$ cat src/rtl/subsurf_pkg.sv
// Shared RAM geometry, request record and requester indices.
// No logic; constants and types only.
// No flow control here.
package subsurf_pkg;

  localparam int RAM_AW  = 9;
  localparam int RAM_DW  = 32;
  localparam int RAM_WEW = 4;

  // One requester's access: byte enables (0 = read), word address, write data.
  typedef struct packed {
    logic [RAM_WEW-1:0] we;
    logic [RAM_AW-1:0]  a;
    logic [RAM_DW-1:0]  di;
  } ram_req_t;

  localparam int REQ_NEIGHBOR = 0;
  localparam int REQ_POINTS   = 1;

endpackage

$ cat src/rtl/rr_pick.sv
// Round-robin picker: first set request at or above ptr, wrapping.
// Latency: purely combinational.
// No backpressure; an empty request vector gives an all-zero grant.
module rr_pick #(
  parameter int N = 2
) (
  input  logic [N-1:0]         req,
  input  logic [$clog2(N)-1:0] ptr,
  output logic [N-1:0]         gnt
);

  localparam int PW = $clog2(N);

  logic [PW-1:0] idx;
  logic          found;

  // Scan N positions starting at ptr and grant the first requester seen.
  always_comb begin
    gnt   = '0;
    found = 1'b0;
    idx   = '0;
    for (int k = 0; k < N; k++) begin
      idx = PW'((int'(ptr) + k) % N);
      if (!found && req[idx]) begin
        gnt[idx] = 1'b1;
        found    = 1'b1;
      end
    end
  end

endmodule

$ cat src/rtl/ram_port_arbiter.sv
// Shares one single-port RAM between N_REQ requesters, round-robin with bounded locking.
// Latency: grant and RAM access same cycle; read data and rvalid one cycle after grant.
// Backpressure: requesters hold req until gnt; a locked owner yields after MAX_LOCK grants.
module ram_port_arbiter
  import subsurf_pkg::*;
#(
  parameter int N_REQ    = 2,
  parameter int AW       = RAM_AW,
  parameter int DW       = RAM_DW,
  parameter int MAX_LOCK = 16
) (
  input  logic                      clk,
  input  logic                      rst_n,
  input  logic [N_REQ-1:0]          req,
  input  logic [N_REQ-1:0]          lock,
  input  logic [N_REQ*(DW/8)-1:0]   req_we,
  input  logic [N_REQ*AW-1:0]       req_a,
  input  logic [N_REQ*DW-1:0]       req_di,
  output logic [N_REQ-1:0]          gnt,
  output logic [N_REQ-1:0]          rvalid,
  output logic [DW-1:0]             rdata,
  output logic                      RAM_EN,
  output logic [DW/8-1:0]           RAM_WE,
  output logic [AW-1:0]             RAM_A,
  output logic [DW-1:0]             RAM_Di,
  input  logic [DW-1:0]             RAM_Do
);

  localparam int WEW = DW / 8;
  localparam int PW  = (N_REQ > 1) ? $clog2(N_REQ) : 1;
  localparam int CW  = $clog2(MAX_LOCK + 1);

  if (N_REQ < 2 || N_REQ > 4) begin : g_bad_n_req
    $error("ram_port_arbiter: N_REQ must be in 2..4");
  end

  logic [PW-1:0]    rr_ptr_q, rr_ptr_d;
  logic             owner_vld_q, owner_vld_d;
  logic [PW-1:0]    owner_q, owner_d;
  logic [CW-1:0]    lock_cnt_q, lock_cnt_d;
  logic             rd_vld_q, rd_vld_d;
  logic [PW-1:0]    rd_tag_q, rd_tag_d;

  logic [N_REQ-1:0] owner_mask;
  logic             owner_req;
  logic             skip;
  logic [N_REQ-1:0] pick_req;
  logic [N_REQ-1:0] rr_gnt;
  logic             any_gnt;
  logic [PW-1:0]    gidx;

  // Decide whether the locked owner keeps the port or must yield this cycle.
  always_comb begin
    owner_mask          = '0;
    owner_mask[owner_q] = owner_vld_q;
    owner_req           = owner_vld_q && req[owner_q];
    skip                = owner_req && (lock_cnt_q == CW'(MAX_LOCK)) && |(req & ~owner_mask);
    pick_req            = skip ? (req & ~owner_mask) : req;
  end

  rr_pick #(.N(N_REQ)) u_rr_pick (
    .req (pick_req),
    .ptr (rr_ptr_q),
    .gnt (rr_gnt)
  );

  // Final grant, suppressed while reset is held, and the RAM pin mux.
  always_comb begin
    gnt     = '0;
    gidx    = '0;
    RAM_WE  = '0;
    RAM_A   = '0;
    RAM_Di  = '0;
    if (rst_n) gnt = (owner_req && !skip) ? owner_mask : rr_gnt;
    any_gnt = |gnt;
    RAM_EN  = any_gnt;
    for (int i = 0; i < N_REQ; i++) begin
      if (gnt[i]) begin
        gidx   = PW'(i);
        RAM_WE = req_we[i*WEW +: WEW];
        RAM_A  = req_a[i*AW +: AW];
        RAM_Di = req_di[i*DW +: DW];
      end
    end
  end

  // Next-state for pointer, lock ownership and the read return tag.
  always_comb begin
    rr_ptr_d    = rr_ptr_q;
    owner_vld_d = owner_vld_q;
    owner_d     = owner_q;
    lock_cnt_d  = lock_cnt_q;
    rd_vld_d    = any_gnt && (RAM_WE == '0);
    rd_tag_d    = any_gnt ? gidx : rd_tag_q;

    if (any_gnt) rr_ptr_d = (gidx == PW'(N_REQ - 1)) ? '0 : gidx + PW'(1);

    if (skip) begin
      owner_vld_d = 1'b0;
      lock_cnt_d  = '0;
    end else if (any_gnt && lock[gidx]) begin
      owner_vld_d = 1'b1;
      owner_d     = gidx;
      if (owner_vld_q && owner_q == gidx)
        lock_cnt_d = (lock_cnt_q == CW'(MAX_LOCK)) ? lock_cnt_q : lock_cnt_q + CW'(1);
      else
        lock_cnt_d = CW'(1);
    end else if (owner_vld_q && ((any_gnt && owner_q == gidx) || !req[owner_q])) begin
      owner_vld_d = 1'b0;
      lock_cnt_d  = '0;
    end
  end

  // State registers with synchronous reset.
  always_ff @(posedge clk) begin
    if (!rst_n) begin
      rr_ptr_q    <= '0;
      owner_vld_q <= 1'b0;
      owner_q     <= '0;
      lock_cnt_q  <= '0;
      rd_vld_q    <= 1'b0;
      rd_tag_q    <= '0;
    end else begin
      rr_ptr_q    <= rr_ptr_d;
      owner_vld_q <= owner_vld_d;
      owner_q     <= owner_d;
      lock_cnt_q  <= lock_cnt_d;
      rd_vld_q    <= rd_vld_d;
      rd_tag_q    <= rd_tag_d;
    end
  end

  // Read return: macro output is already registered, so only the tag is steered.
  always_comb begin
    rvalid = '0;
    if (rst_n && rd_vld_q) rvalid[rd_tag_q] = 1'b1;
    rdata = RAM_Do;
  end

  for (genvar i = 0; i < N_REQ; i++) begin : g_req_stable
    a_req_stable: assert property (@(posedge clk) disable iff (!rst_n)
      (req[i] && !gnt[i]) ##1 req[i] |->
        $stable(req_we[i*WEW +: WEW]) && $stable(req_a[i*AW +: AW]) && $stable(req_di[i*DW +: DW]));
  end

endmodule

$ cat config.mk
export PLATFORM = sky130hd
export DESIGN_NAME = ram_port_arbiter
export DESIGN_NICKNAME = d
export VERILOG_FILES = /design/src/rtl/subsurf_pkg.sv /design/src/rtl/rr_pick.sv /design/src/rtl/ram_port_arbiter.sv
export SDC_FILE = /design/constraint.sdc
export NUM_CORES = 1
export LEC_CHECK = 0
export ABC_AREA = 1
export CAP_MARGIN = 10
export CORE_MARGIN = 2
export CORE_UTILIZATION = 24
export DETAILED_ROUTE_END_ITERATION = 8
export GPL_TIMING_DRIVEN = 0
export PLACE_DENSITY = 0.93
export SYNTH_ARGS = -nofsm -noshare
export SYNTH_HDL_FRONTEND = slang
export SYNTH_SLANG_ARGS = --single-unit
$ cat constraint.sdc
create_clock -name clk -period 2.3 [get_ports clk]
set_input_delay 0.23 -clock clk [delete_from_list [all_inputs] [get_ports clk]]
set_output_delay 0.23 -clock clk [all_outputs]
set_load 0.005 [all_outputs]
* Word-level counts from Yosys, hierarchy flattened
Index checks and enable logic that the tools add are counted.
** Storage, ports and cells
- Bits of input ports :: 128
- Register bits after elaboration :: 10
- Output and inout bits :: 82
** Cells by class
- Add/subtract/negate cells :: 3
- Bitwise logic cells :: 6
- Mux-type cells :: 37
- Order comparisons :: 9
- Reduce and logical (&&, ||, !) cells :: 26
- Equal/unequal tests :: 3
** Operators by type and width (number)
- $mux W32 :: 2
- $mux W5 :: 4
- $mux W9 :: 2
- $mux W1 :: 17
- $logic_and A1 B1 Y1 :: 15
- $mux W2 :: 6
- $lt A1 B2 Y1 const B :: 5
- $mux W4 :: 2
- $reduce_or A2 Y1 :: 3
- $add A5 B1 Y5 const B :: 1
- $eq A5 B5 Y1 const B :: 1
- $and A2 B2 Y2 :: 2
- $demux W1 S1 :: 4
- $ge A1 B1 Y1 const B :: 4
- $logic_not A4 Y1 :: 1
- $reduce_and A2 Y1 :: 2
- $logic_not A1 Y1 :: 3
- $ne A3 B3 Y1 const B :: 1
- $add A1 B1 Y1 const B :: 2
- $not A1 Y1 :: 2
- $not A2 Y2 :: 1
- $or A2 B2 Y2 :: 1
- $reduce_bool A2 Y1 :: 1
- $eq A1 B1 Y1 :: 1
- $logic_or A1 B1 Y1 :: 1

* Logic depth before layout (Yosys ltp)
Gate-level depths: netlist (run 1).
- Depth after elaboration :: 25
- Gate-level depth with buffers :: 19

* Cells and area by module
A second synthesis (run 1) with hierarchy kept.
** Second synthesis, totals
- Cells, all modules :: 302
- Area total of the unflattened synthesis :: 1631.6 um2
** By module, submodules not included
- ram_port_arbiter :: cells an instance 298, sequential area each 200.2 um2, area each 1604.0 um2, times used 1
- rr_pick :: cells an instance 4, sequential area each 0.0 um2, area each 27.5 um2, times used 1

* Least setup slack after synthesis (run 1)
Ideal clock, no wire load.
- Kind :: flip-flop to output port
- Start point :: register lock_cnt_q[0]
- End point :: output RAM_Di[10]
- Slack :: 0.267 ns
- Arrival time :: 1.803 ns
- Buffers on the path :: 2
- Cell stages (with the launch flop) :: 14
- Path through :: dfxtp_1 -> inv_1 -> ha_1 -> nand2_1 -> nor2_4 -> nand4_1 -> nand3_1 -> nand2_1 -> nand2_4 -> nand3_4 -> inv_2 -> buf_2 -> buf_2 -> a22o_1
** On the way
- Longest elaborated chain between the ends :: 14
** RTL lines
- from (decl) :: RTL line ram_port_arbiter.sv:40 : logic [CW-1:0] lock_cnt_q, lock_cnt_d;
- from (signal assigned) :: RTL line ram_port_arbiter.sv:127 : lock_cnt_q <= lock_cnt_d;
- $eq A5 B5 Y1 * :: RTL line ram_port_arbiter.sv:57 : skip = owner_req && (lock_cnt_q == CW'(MAX_LOCK)) && |(req & ~owner_mask);
- $logic_and A1 B1 Y1 * (2 in series) :: RTL line ram_port_arbiter.sv:57
- $mux W2 :: RTL line ram_port_arbiter.sv:58 : pick_req = skip ? (req & ~owner_mask) : req;
- $mux W1 (not written as such) (2 in series) :: RTL line rr_pick.sv:24 : if (!found && req[idx]) begin
- $mux W1 :: RTL line rr_pick.sv:24
- $logic_not A1 Y1 :: RTL line rr_pick.sv:24
- $logic_and A1 B1 Y1 :: RTL line rr_pick.sv:24
- $mux W2 :: RTL line rr_pick.sv:24
- $mux W2 * (2 in series) :: RTL line ram_port_arbiter.sv:74 : if (rst_n) gnt = (owner_req && !skip) ? owner_mask : rr_gnt;
- $mux W32 :: RTL line ram_port_arbiter.sv:78 : if (gnt[i]) begin
- $mux W32 * :: RTL line ram_port_arbiter.sv:78
- to (decl) :: RTL line ram_port_arbiter.sv:25 : output logic [DW-1:0] RAM_Di,
Every way passes the cells marked *; elsewhere a longest branch is shown, timed or not. The select of a mux whose other input is x is not followed.

* Worst setup path after layout (run 1)
- Start point :: register lock_cnt_q[0]
- End point :: output RAM_Di[9]
The elaborated chain is that of the path after synthesis.

==> impl_metrics.env, run 1 <==
export IMPL_outcome="complete, but fails checks"
export IMPL_violations="setup timing"
export IMPL_tightest_slew_ns=0.2831
export IMPL_setup_tns_ns=-4.443
export IMPL_core_area_um2=5921
export IMPL_vias=2386
export IMPL_irDropWorstVdd_uv=292.1
export IMPL_synth_nets=338
export IMPL_fin_area_um2=3766
export IMPL_required_ns=2.07
export IMPL_p_per_area_nw_per_um2=440.9
export IMPL_hold_viol=0
export IMPL_yosys_top_cells_count="a22o_1 (43), buf_4 (34), nand2_1 (32)"
export IMPL_synth_distinct_cells=26
export IMPL_synth_compound_area_share_pct=30.84
export IMPL_cts_htree_levels=1
export IMPL_r2r_setup_slack_ns=-0.06
export IMPL_clockBufferDepth=2
export IMPL_cts_buffers=3
export IMPL_muxShareOfSynthArea_pct=0
export IMPL_clock_sinks=10
export IMPL_grt_pass1_wl_um=11260
export IMPL_num_antenna_cells=0
export IMPL_fin_skew_ns=0.005892
export IMPL_setup_slack_ns=-0.1392
export IMPL_ys_warn_count=0
export IMPL_grt_pass1_vias=2335
export IMPL_worstPathMaxFanout=6
export IMPL_slew_headroom_pct=81.05
export IMPL_final_nets=553
export IMPL_min_path_type="primary input to register"
export IMPL_power_frac_comb_pct=72.9
export IMPL_cap_violations=0
export IMPL_holdBufCountCts=0
export IMPL_pwr_share_clk_pct=13.4
export IMPL_synth_area_top_cells="a22o_1 (26%), buf_4 (17%), dfxtp_1 (14%), nand2_1 (8.2%), inv_1 (4.3%)"
export IMPL_synth_top_area_share_pct=25.57
export IMPL_setup_viol=49
export IMPL_hold_path_endpoint="rr_ptr_q$_SDFFE_PN0P_"
export IMPL_synth_edf_count=0
export IMPL_crit_arrival_ns=2.21
export IMPL_p_switching_mw=0.6021
export IMPL_yosysTopAreaCell="a22o_1"
export IMPL_r2r_end="lock_cnt_q[2]$_SDFFE_PP0P_"
export IMPL_power_frac_seq_pct=13.7
export IMPL_cts_root_buf="clkbuf_8"
export IMPL_grt_overflow_total=0
export IMPL_syn_area_per_cell_um2=7.080
export IMPL_drive_gt1_share_pct=42.89
export IMPL_die_h_um=82.34
export IMPL_min_from="rst_n"
export IMPL_dieArea_um2=6779
export IMPL_ys_seq_elements=10
export IMPL_crit_reg2reg_launch="lock_cnt_q[0]$_SDFFE_PP0P_"
export IMPL_synth_top_family_by_area="compound AO/OA/AOI/OAI gates"
export IMPL_clk_pin_slew_ns=0.05
export IMPL_netlist_instances=208
export IMPL_end_kind="primary output"
export IMPL_synth_xor_area_share_pct=1.784
export IMPL_rsz0062_at_grt="yes"
export IMPL_dpl_hpwl_um=6185
export IMPL_fill_cells=462
export IMPL_finalCritPeriodShare_pct=106.1
export IMPL_worst_r2r_path_depth=16
export IMPL_routed_wl_um=8316
export IMPL_synthArstFlopShare_pct=0
export IMPL_max_freq_mhz=410.0
export IMPL_start_util_pct=24.87
export IMPL_p_leak_nw=1.800
export IMPL_crit_slowest_cell="dfxtp_4"
export IMPL_min_path_cells=3
export IMPL_power_total_mw=1.660
export IMPL_cts_tree="built"
export IMPL_start_kind="register"
export IMPL_place_congestion=0.7937
export IMPL_maxSlewViolCount=0
export IMPL_slowest_delay_ns=0.37
export IMPL_synth_simple_area_share_pct=26.51
export IMPL_crit_type="register to primary output"
export IMPL_avgRoutedWirePerCell_um=16.73
export IMPL_io_pin_count=210
export IMPL_crit_chain="inv_4, ha_4, nand2_4, nor2_4, buf_4, a21boi_4, nand2_4, nand3_4, inv_4, buf_8, buf_8, buf_4, a22o_1, buf_2"
export IMPL_vias_per_cell=4.801
export IMPL_syn_cell_area_um2=1473
export IMPL_track_usage_pct=21.53
export IMPL_dieWidth_um=82.34
export IMPL_p_sw_share_pct=36.26
export IMPL_clk_latency_ns=0.24
export IMPL_yosysMostFrequentCell="a22o_1"
export IMPL_io_buffers=176
export IMPL_synth_ff_type="dfxtp_1"
export IMPL_synthAdderAreaFrac_pct=1.699
export IMPL_dpl_instance_area_um2=3328
export IMPL_dr_pass1_iters=4
export IMPL_p_int_mw=1.058
export IMPL_grt_max_degree=11
export IMPL_remaining_drc_errors=0
export IMPL_drt_antenna_violating_nets=0
export IMPL_layout_min_cycle_time_ns=2.439
export IMPL_drtIter0Drc=81
export IMPL_syn_to_final_growth_pct=155.7
export IMPL_rows=28
export IMPL_yosysSeqAreaShare_pct=13.59
export IMPL_antenna_found_initial=0
[worst max path at each step]
stage,from,to,cells past startpoint
3_3_place_gp,req[1],RAM_A[4],13
4_1_cts,lock_cnt_q[1]$_SDFFE_PP0P_,RAM_Di[24],15
5_1_grt,lock_cnt_q[0]$_SDFFE_PP0P_,RAM_Di[10],16
3_5_place_dp,req[1],RAM_Di[1],13
2_1_floorplan,lock_cnt_q[0]$_SDFFE_PP0P_,RAM_Di[10],13
6_report,lock_cnt_q[0]$_SDFFE_PP0P_,RAM_Di[9],14
[metrics by stage]
step	hold slack [ns]	utilization, %	instances	worst slack, ns
after floorplan	0.4287	-	208	0.2674
after global placement	0.4797	56.21	459	-0.7492
after detailed placement	0.4942	56.21	459	-0.8308
after CTS	0.3382	61.60	492	-0.1196
after global routing	0.3529	63.61	497	-0.2271
final	0.3538	63.61	497	-0.1392
[per-layer routing]
| metal | up-vias | share of wire (%) | track usage (%) |
|---|---|---|---|
| met5 | - | 0 | 0 |
| met4 | 0 | 1.8 | 4.500 |
| met3 | 14 | 8.9 | 4.457 |
| met2 | 135 | 54 | 41.21 |
| met1 | 1113 | 35 | 24.23 |
| li1 | 1124 | - | - |
[area by class of cell]
type,count,area [um^2],area share [%]
tap,75,93.84,2.492
multi-input combinational,134,1027,27.28
inverter,21,91.34,2.425
timing repair buffer,209,1869,49.63
clock buffer,4,55.05,1.462
timing repair inverter,1,11.26,0.2990
buffer,43,406.6,10.80
sequential,10,211.5,5.615
[repair_timing]
item | in CTS | in global routing
setup buffers | 24 | 4
setup endpoints to repair | 48 | 54
pin swaps | 23 | 19
endpoints found under the hold margin | 0 | 0
gates resized for setup | 249 | 32
cloned | 5 | 1
[logic make-up after synthesis]
| family | count (synthesis) |
|---|---|
| xor gates and xnor gates | 3 |
| and+or+nand+nor | 74 |
| AOI/OAI and AO/OA | 55 |
| buffers and inverters | 64 |
| adders and majority gates | 2 |
| DFF | 10 |
[power by group through the flow]
stage	Sequential [mW]	Clock, mW	Combinational [mW]
6_report	0.227	0.223	1.21
5_1_grt	0.230	0.238	1.29
4_1_cts	0.221	0.228	1.12
3_3_place_gp	0.221	0	0.961
3_5_place_dp	0.223	0	0.986
2_1_floorplan	0.217	0	0.422
[critical path, delay by kind of cell, from the launching register on]
kind / cells / cell delay, ns
flops: 1 / 0.37
fa+ha+maj: 1 / 0.15
buf+inv: 7 / 0.74
simple gates: 4 / 0.31
compound gates: 2 / 0.39
[placed cells by master (no fill, tap or decap), types with 3 or more instances in the layout]
cell type	count
o21ai_0	4
dfxtp_1	5
buf_6	10
buf_2	41
nand4_1	3
inv_2	4
dfxtp_2	3
nand2_1	18
nor2_4	3
clkbuf_2	5
nand2_4	9
buf_8	7
clkdlybuf4s50_1	126
inv_1	14
clkbuf_8	5
buf_4	55
xor2_1	3
clkbuf_16	3
a22o_1	43
a21oi_2	3
nand3_1	9
nor2_1	9
nand2_2	15
[registers in the layout (all words and copies together), names as in the netlist]
name / flops
rd_tag_q: 1
rd_vld_q: 1
owner_vld_q: 1
owner_q: 1
rr_ptr_q: 1
lock_cnt_q: 5
Note: power is estimated with default switching activity, not from simulation.
==> run 2, diff against run 1 <==
- CORE_UTILIZATION: 24 -> 22
- PLACE_DENSITY: 0.93 -> 0.9
- clock period: 2.3 -> 2 ns (I/O delays scaled with it)
==> impl_metrics.env, run 2 (synthesis gave the netlist of run 1 again) <==
export IMPL_layout_common_cells="clkdlybuf4s50_1 (126), buf_4 (74), a22o_1 (43), buf_2 (43), buf_6 (35)"
export IMPL_drive_gt1_share_pct=49.78
export IMPL_maxSlewViolCount=0
export IMPL_routed_wl_um=9868
export IMPL_p_per_area_nw_per_um2=519.3
export IMPL_p_switching_mw=0.8044
export IMPL_cts_root_buf="clkbuf_8"
export IMPL_crit_arrival_ns=2.31
export IMPL_grt_max_degree=11
export IMPL_avgRoutedWirePerCell_um=18.38
export IMPL_power_frac_comb_pct=75.1
export IMPL_setup_slack_ns=-0.5088
export IMPL_violations="DRC, setup timing"
export IMPL_core_area_um2=6422
export IMPL_start_kind="register"
export IMPL_outcome="complete, but fails checks"
export IMPL_power_total_mw=2.151
export IMPL_clockBufferDepth=2
export IMPL_final_nets=591
export IMPL_fin_area_um2=4143
export IMPL_io_buffers=176
export IMPL_io_pin_count=210
export IMPL_layout_commonest_cell="clkdlybuf4s50_1"
export IMPL_holdBufCountCts=0
export IMPL_setup_viol=57
export IMPL_clock_sinks=10
export IMPL_largest_register_ffs=5
export IMPL_place_congestion=0.7814
export IMPL_dpl_instance_area_um2=3331
export IMPL_rows=29
export IMPL_start_util_pct=22.93
export IMPL_cap_violations=0
export IMPL_pwr_share_clk_pct=12.8
export IMPL_min_path_cells=3
export IMPL_die_h_um=85.82
export IMPL_grt_overflow_total=0
export IMPL_rsz0062_at_grt="yes"
export IMPL_clk_latency_ns=0.25
export IMPL_required_ns=1.80
export IMPL_grt_pass1_wl_um=13430
export IMPL_worstPathMaxFanout=6
export IMPL_fin_skew_ns=0.006197
export IMPL_drt_antenna_violating_nets=0
export IMPL_dr_pass1_iters=8
export IMPL_grt_pass1_vias=2753
export IMPL_syn_to_final_growth_pct=181.3
export IMPL_r2r_setup_slack_ns=-0.50
export IMPL_min_path_type="primary input to register"
export IMPL_fill_cells=480
export IMPL_dieArea_um2=7364
export IMPL_dieWidth_um=85.82
export IMPL_slew_headroom_pct=80.85
export IMPL_layout_min_cycle_time_ns=2.509
export IMPL_regMostFlops="lock_cnt_q"
export IMPL_num_antenna_cells=0
export IMPL_track_usage_pct=23.15
export IMPL_cts_buffers=3
export IMPL_dpl_hpwl_um=6083
export IMPL_power_frac_seq_pct=12.1
export IMPL_end_kind="primary output"
export IMPL_tightest_slew_ns=0.2861
export IMPL_p_sw_share_pct=37.39
export IMPL_p_int_mw=1.347
export IMPL_max_freq_mhz=398.6
export IMPL_clk_pin_slew_ns=0.05
export IMPL_remaining_drc_errors=11
export IMPL_p_leak_nw=1.991
export IMPL_hold_ws_ns=0.3088
export IMPL_drtIter0Drc=90
export IMPL_vias_per_cell=4.948
export IMPL_worst_r2r_path_depth=20
export IMPL_finalCritPeriodShare_pct=125.4
export IMPL_hold_viol=0
export IMPL_antenna_found_initial=0
export IMPL_cts_htree_levels=1
export IMPL_crit_type="register to primary output"
export IMPL_cts_tree="built"
export IMPL_irDropWorstVdd_uv=595.9
export IMPL_vias=2657
-- run 2: cell count changes in the layout (fill, tap and decap cells not counted), moves of 2 or more --
cell	change
buf_2	+2
buf_4	+19
buf_6	+25
buf_8	+2
clkbuf_16	-3
clkbuf_2	-5
inv_1	-2
inv_2	+2
nand3_1	-2
nor2_1	-4
nor2_2	+3
-- run 2: final timing paths --
check | startpoint | end
worst max-delay path | lock_cnt_q[2]$_SDFFE_PP0P_ | RAM_WE[1]
worst min-delay path | rst_n | owner_q$_SDFFE_PN0P_
worst max register to register | lock_cnt_q[0]$_SDFFE_PP0P_ | owner_q$_SDFFE_PN0P_
worst min register to register | lock_cnt_q[3]$_SDFFE_PP0P_ | lock_cnt_q[3]$_SDFFE_PP0P_
-- run 2: stage by stage --
step | utilization [%] | setup slack, ns | std cells | setup TNS [ns]
6_report | 64.50 | -0.5088 | 537 | -24.75
3_5_place_dp | 51.86 | -1.145 | 461 | -53.07
4_1_cts | 61.21 | -0.4012 | 526 | -18.42
2_1_floorplan | - | -0.002611 | 208 | -0.09699
3_3_place_gp | 51.86 | -1.039 | 461 | -46.61
5_1_grt | 64.50 | -0.6085 | 537 | -30.28
-- run 2: per-layer routing --
metal | track usage, % | wire length [um] | vias to the layer above | share of wire (%)
li1 | - | - | 1195 | -
met1 | 23.26 | 3376 | 1231 | 34
met2 | 44.53 | 5264 | 194 | 53
met3 | 4.524 | 778 | 37 | 7.9
met4 | 12.12 | 448 | 0 | 4.5
met5 | 0 | 0 | - | 0
-- run 2: what timing repair did --
action / 4_1_cts / 5_1_grt
endpoints found under the setup margin: 56 / 57
endpoints found under the hold margin: 0 / 0
resized for setup: 283 / 41
setup buffers: 61 / 19
gates cloned: 5 / 0
pin swaps: 38 / 37
-- run 2: layout make-up --
cell class	instances	area (um^2)	share of cell area [%]
timing repair buffer	248	2232	53.88
multi-input combinational	134	1074	25.91
buffer	43	386.6	9.333
sequential	10	207.7	5.014
tap	77	96.34	2.326
inverter	21	91.34	2.205
clock buffer	4	55.05	1.329
-- run 2: power groups by stage --
stage,clock [mW],combinational (mW),sequential (mW)
after global placement,0,1.11,0.254
after CTS,0.257,1.43,0.254
after global routing,0.285,1.70,0.262
after floorplan,0,0.485,0.250
final,0.275,1.62,0.260
after detailed placement,0,1.13,0.256
-- run 2: critical path: stages, from the launching register on --
cell	delay [ns]
dfxtp_1	0.43
inv_1	0.07
nand2_1	0.12
nor2_4	0.06
buf_12	0.12
buf_12	0.11
a21boi_4	0.17
nor2_2	0.04
nand2_1	0.07
nand2_2	0.09
nand2_4	0.10
inv_8	0.05
buf_6	0.13
buf_6	0.11
a22o_1	0.24
buf_2	0.14
